<file path="config.mk">
export PLATFORM = sky130hd
export DESIGN_NAME = mem_interface
export DESIGN_NICKNAME = d
export VERILOG_FILES = /design/src/rtl/mem_interface.sv
export SDC_FILE = /design/constraint.sdc
export NUM_CORES = 1
export LEC_CHECK = 0
export ABC_AREA = 1
export CORE_UTILIZATION = 37
export DETAILED_ROUTE_END_ITERATION = 7
export GPL_TIMING_DRIVEN = 0
export PLACE_DENSITY = 0.77
export SLEW_MARGIN = 20
export SYNTH_ARGS = -nofsm -noshare
export SYNTH_HDL_FRONTEND = slang
export SYNTH_SLANG_ARGS = --single-unit
</file>
<file path="constraint.sdc">
create_clock -name clk -period 1.4 [get_ports clk]
set_input_delay 0.35 -clock clk [delete_from_list [all_inputs] [get_ports clk]]
set_output_delay 0.35 -clock clk [all_outputs]
set_load 0.005 [all_outputs]
</file>
<file path="src/rtl/mem_interface.sv">
// Memory access sequencer between a multicycle control FSM and an external memory.
// Latches one request, waits for mem_ready with a timeout, and steers read data to instr or mdr.
module mem_interface #(
  parameter int unsigned WAIT_LIMIT = 255
) (
  input  logic        clk,
  input  logic        reset,
  input  logic        mem_read,
  input  logic        mem_write,
  input  logic        ior_d,
  input  logic        ir_write,
  input  logic [31:0] pc,
  input  logic [31:0] alu_out,
  input  logic [31:0] store_data,
  output logic        mem_req,
  output logic        mem_we,
  output logic [31:0] mem_addr,
  output logic [31:0] mem_wdata,
  input  logic [31:0] mem_rdata,
  input  logic        mem_ready,
  output logic        stall,
  output logic [31:0] instr,
  output logic [6:0]  opcode,
  output logic [2:0]  funct3,
  output logic [6:0]  funct7,
  output logic [31:0] mdr,
  output logic        err
);

  typedef enum logic [1:0] {IDLE, REQ, DONE, ERR} state_e;

  localparam logic [7:0] WaitLimitC = 8'(WAIT_LIMIT);

  state_e      state_q;
  logic [7:0]  wait_q;
  logic [31:0] addr_q, wdata_q, instr_q, mdr_q;
  logic        we_q, irw_q, req_q, err_q;

  logic        access_d;
  logic [31:0] addr_d;

  always_comb begin
    access_d = mem_read | mem_write;
    addr_d   = ior_d ? alu_out : pc;
  end

  // NOTE: stall is qualified by reset so it drops the instant reset asserts, even while a request is pending.
  assign stall = reset & (((state_q == IDLE) && access_d) || (state_q == REQ) || (state_q == ERR));

  // NOTE: every state element, data registers included, is cleared by the async reset; all updates use <=.
  always_ff @(posedge clk or negedge reset) begin
    if (!reset) begin
      state_q <= IDLE;
      wait_q  <= '0;
      addr_q  <= '0;
      wdata_q <= '0;
      instr_q <= '0;
      mdr_q   <= '0;
      we_q    <= 1'b0;
      irw_q   <= 1'b0;
      req_q   <= 1'b0;
      err_q   <= 1'b0;
    end else begin
      case (state_q)
        IDLE: begin
          if (access_d) begin
            addr_q  <= addr_d;
            wdata_q <= store_data;
            we_q    <= mem_write;
            irw_q   <= ir_write;
            wait_q  <= '0;
            // Simultaneous read and write: the write wins and the conflict is flagged.
            if (mem_read && mem_write) err_q <= 1'b1;
            if (addr_d[1:0] != 2'b00) begin
              state_q <= ERR;
              err_q   <= 1'b1;
            end else begin
              state_q <= REQ;
              req_q   <= 1'b1;
            end
          end
        end
        REQ: begin
          if (mem_ready) begin
            if (!we_q) begin
              if (irw_q) instr_q <= mem_rdata;
              else       mdr_q   <= mem_rdata;
            end
            req_q   <= 1'b0;
            state_q <= DONE;
          end else if (wait_q == WaitLimitC) begin
            req_q   <= 1'b0;
            err_q   <= 1'b1;
            state_q <= ERR;
          end else begin
            wait_q <= wait_q + 8'd1;
          end
        end
        DONE:    state_q <= IDLE;
        ERR:     state_q <= ERR;
        default: state_q <= IDLE;
      endcase
    end
  end

  assign mem_req   = req_q;
  assign mem_we    = we_q;
  assign mem_addr  = addr_q;
  assign mem_wdata = wdata_q;
  assign instr     = instr_q;
  assign mdr       = mdr_q;
  assign err       = err_q;
  assign opcode    = instr_q[6:0];
  assign funct3    = instr_q[14:12];
  assign funct7    = instr_q[31:25];

endmodule
</file>
== Yosys cells after proc, flatten, opt, wreduce, memory -nomap -nowiden ==
Index checks and enable logic that the tools add are counted.
Operators by class
  add/sub/neg operators: 1
  multipliers: 0
  divide/modulo/power cells: 0
  $lt $le $gt $ge: 0
  equal/unequal tests: 11
  shift-type cells: 0
  multiplexer cells: 21
  bitwise operators: 4
  reductions and logical operators: 14
Operators with widths (number)
  32-bit 2-to-1 mux: 1
  8-bit 2-to-1 mux: 3
  8-bit one-hot mux with 2 select lines: 1
  4-bit AND reduction: 4
  1-bit 2-to-1 mux: 9
  8-bit by 1-bit adder with 8-bit output (second input constant): 1
  8-bit == test (second input constant): 1
  2-bit 2-to-1 mux: 4
  2-bit != test (second input constant): 4
  2-bit one-hot mux with 4 select lines: 1
  5-bit AND reduction: 1
  2-bit == test (second input constant): 2
  1-bit one-hot mux with 2 select lines: 2
  2-bit AND reduction: 2
  2-bit nonzero test: 2
  3-bit by 1-bit != test with 1-bit output (second input constant): 1
  3-bit by 2-bit != test with 1-bit output (second input constant): 1
  2-bit by 1-bit == test with 1-bit output (second input constant): 1
  1-bit logical AND: 2
  2-bit logical NOT: 1
  1-bit logical OR: 2
  2-bit by 1-bit != test with 1-bit output (second input constant): 1
  1-bit NOT: 2
  1-bit AND: 1
  1-bit bitwise OR: 1
Word-level totals
  bits in registers: 142
  latch bits: 0
  RAM bits: 0
  ROM bits: 0
  input bits: 135
  output and inout bits: 149
  logic and storage cells: 61
  memories: 0

== Longest topological paths before layout ==
  word-level depth: 5
  gate-level depth with buffers: 9
  depth with buffers taken out: 8

== Least setup slack after synthesis ==
No wires, ideal clock.
  kind: input to output
  start point: in mem_write
  end point: out stall
  data arrival time: 1.140 ns
  required time: 1.050 ns
  setup slack: -0.090 ns
  cell stages on the path: 4
  buffers on the path: 1
  path through: or2_1 -> nand2_1 -> clkbuf_1 -> a21boi_0
Between the ends
  longest elaborated chain between the ends: 5
RTL lines
  start, declared: line 9  | input logic mem_write,
  1-bit bitwise OR: line 43  | access_d = mem_read | mem_write;
  1-bit logical AND: line 48  | assign stall = reset & (((state_q == IDLE) && access_d) || (state_q == REQ) || (state_q == ERR));
  1-bit logical OR (2 in series): line 48
  1-bit AND: line 48
  end, declared: line 21  | output logic stall,
No other way between the ends.

== Worst setup path after layout ==
  start point: reg state_q[0]
  end point: out stall
Between the ends
  longest elaborated chain between the ends: 5
  elaborated cells between the ends (all ways): 7
  those cells by class: eq/ne: 2; bitwise: 1; reduce/logical: 4
RTL lines
  start, declared: line 34  | state_e state_q;
  start signal, assigned: line 53  | state_q <= IDLE;
  start signal, assigned: line 75  | state_q <= ERR;
  start signal, assigned: line 78  | state_q <= REQ;
  2-bit logical NOT: line 48
  1-bit logical AND: line 48
  1-bit logical OR: line 48
  1-bit logical OR (*): line 48
  1-bit AND (*): line 48
Mark *: on every way between the ends. The rest lies on a longest branch, timed or not.

==> impl_metrics.yaml <==
worst_setup_path:
  crit_family: "flip-flops"
  worst-path-max-fanout: 2
  critPathLaunchType: "flip-flop"
  cp-end-kind: "output port"
  critPathSlowestCell: "dfrtp_1"
  critical_path_depth: 5
  path_class: "reg2out"
  arrival_ns: 1.42
  cp_cell_sequence: "nor2_4, nand2_4, buf_8, a21boi_2, buf_4"
  slowest_delay_ns: 0.41
  reg2reg_depth: 11
  crit_buf_inv: 2
  critPathRequiredTime_ns: 1.05
floorplan:
  core_area_sq_mm: 0.0154
  start_util_pct: 38.4
  chipHeight_um: 129
  dieWidth_um: 129
  fp-row-count: 45
  die_area_sq_mm: 0.0165
  io_pins: 284
pwr:
  ir_drop_mv: 1.02
  cellLeakagePower_uw: 0.00525
  p_per_area_mw_per_mm2: 2150
clocking:
  cts_tree: "done"
  clock_path_buffers: 2
  h-tree-depth: 4
  clk_pin_slew_ns: 0.06
  clock_latency_ns: 0.42
  clockRootBuffer: "clkbuf_16"
  clock_sinks: 142
  cts_buffers: 17
finish:
  area_growth_pct: 81.6
  antennaDiodeCount: 0
  finalInstanceArea_sq_mm: 0.0108
  utilization_pct: 69.7
  nets: 1203
  drive_gt1_share_pct: 28.1
grt:
  grt.busiest_layer: "met2"
  grt_use_met1_pct: 27.8
  grt_overflow_total: 0
  antenna_found_initial: 0
  gr-usage-all-layers_pct: 26.5
  grt_pass1_vias: 6349
  grt_max_degree: 72
  use_met2_pct: 47.6
  grt_pass1_wl_um: 32900
  grt_use_met3_pct: 8.98
outcome:
  status: "finished with violations"
  violations: "hold timing, setup timing"
detailed_routing:
  drc: 0
  drt-vias-per-instance: 4.87
  wirelength_um: 23000
  dr.pass1.iters: 4
  first_iter_violations: 361
  wire_per_inst_um: 17.8
  via_count: 6285
  drtAntennaViolNets: 0
placement:
  place_congestion: 0.815
  post_dp_cell_area_sq_mm: 0.00905
  place_hpwl_um: 13800
  portBuffers: 282
  place_ws_ns: -1.10
timing:
  finalSetupTns_ns: -21.12
  period_share_pct: 126
  rsz0062_at_grt: "yes"
  clock.fmax_mhz: 566
  relSlewSlack_pct: 58.8
  worst_clock_skew_ns: 0.00633
  worst_slack_ns: -0.366
  holdWs_ns: -0.183
  period_needed_ns: 1.77
  report.final.setup_viol: 155
  worstMarginPinSlew_ns: 0.618
  hold_viol_final: 69
  maxSlewViolCount: 0
yosys:
  avgSynthCellArea_sq_um: 8.71
  synthCells: 680
  yosys_warnings: 0
  synth_cell_types: 23
  ys_seq_area_share_pct: 60.0
  netlist_area_sq_mm: 0.00592
  ys_ff_latch: 142
  synth_nets: 816
run:
  max_cap_violations: 0
hold_path:
  hold_class: "in2async"
## metrics by stage
step / total power [uW] / std cells
global placement: 15800 / 1173
finish: 23100 / 1291
global route: 24400 / 1291
detailed placement: 16100 / 1174
floorplan: 10400 / 680
CTS: 22300 / 1276
## cell usage in the layout, fill, tap and decap left out, types with 9 or more instances in the layout
master	netlist	final
nand2_1	238	219
dfrtp_1	142	140
clkdlybuf4s50_1	0	131
buf_6	0	68
clkdlybuf4s15_1	0	68
nor2_1	69	65
buf_4	23	56
clkbuf_2	0	46
inv_1	47	45
a31oi_1	30	28
a21oi_1	34	27
o21ai_1	2	23
clkbuf_16	0	21
nand2_2	2	15
buf_2	14	14
o21ai_2	1	14
buf_8	0	13
nand3_1	10	10
clkbuf_1	14	9
## kinds of logic (layout without fill, tap and decap cells)
| kind of cell | after synthesis | count (layout) | synth area share, % |
|---|---|---|---|
| compound gates | 111 | 111 | 10.2 |
| fa+ha+maj | 1 | 1 | 0.211 |
| simple gates | 327 | 330 | 21.6 |
| flops | 142 | 142 | 60.0 |
| buf+inv | 99 | 496 | 8.03 |
## state kept, by name (all words and copies together) (netlist names)
name / cells
instr: 32
mdr: 32
mem_addr: 32
mem_wdata: 32
wait_q: 8
state_q: 2
err: 1
irw_q: 1
mem_req: 1
mem_we: 1
## final timing paths
check	start	end	slack [ns]
max	state_q[0]$_DFFE_PN0P_	stall	-0.37
min	reset	mdr[11]$_DFFE_PN0P_	-0.18
max reg2reg	state_q[1]$_DFFE_PN0P_	instr[1]$_DFFE_PN0P_	-0.31
min reg2reg	err$_DFFE_PN0P_	err$_DFFE_PN0P_	0.48
max in group asynchronous	reset	mem_we$_DFFE_PN0P_	0.87
min in group clk	mem_write	mem_we$_DFFE_PN0P_	0.35
## metal layers
layer  wire, um  up-vias  share of wire [%]
met5          0        -                  0
met4        751        0                3.3
met3       2010       48                8.8
met2      12000      287                 52
met1       8180     3033                 36
li1           -     2917                  -
## what timing repair did
item | 4_1_cts | 5_1_grt
endpoints found under the hold margin | 69 | 69
pin swaps | 11 | 9
endpoints found under the setup margin | 288 | 207
buffers inserted | 67 | 19
gates cloned | 8 | 7
resized for setup | 496 | 153
## report_power, final
part           internal (uW)  switching, uW
registers               6010           1250
logic                   6090           4920
clock network           3000           1820
total                  15100           7980
## layout make-up
type                    instances  area [sq um]
flip-flops and latches        142          3560
plain buffers                  42           440
well taps                     211           264
clock buffers                  19           433
repair buffers                374          3530
multi-input cells             442          2160
fillers                      1161          4670
inverters                      48           180
clock inverters                13           186
## synthesized netlist by cell type, drive strengths merged
cell type / count / area (sq um)
a31oi: 30 / 188
dfrtp: 142 / 3550
nand3: 10 / 50.1
a21oi: 34 / 170
inv: 48 / 180
or2: 2 / 12.5
a21boi: 2 / 15.0
o21ai: 44 / 224
nor2: 73 / 294
o21bai: 1 / 7.51
ha: 1 / 12.5
buf: 37 / 243
clkbuf: 14 / 52.6
nand3b: 2 / 15.0
nand2: 240 / 906
Power figures use the tool's default switching activity.
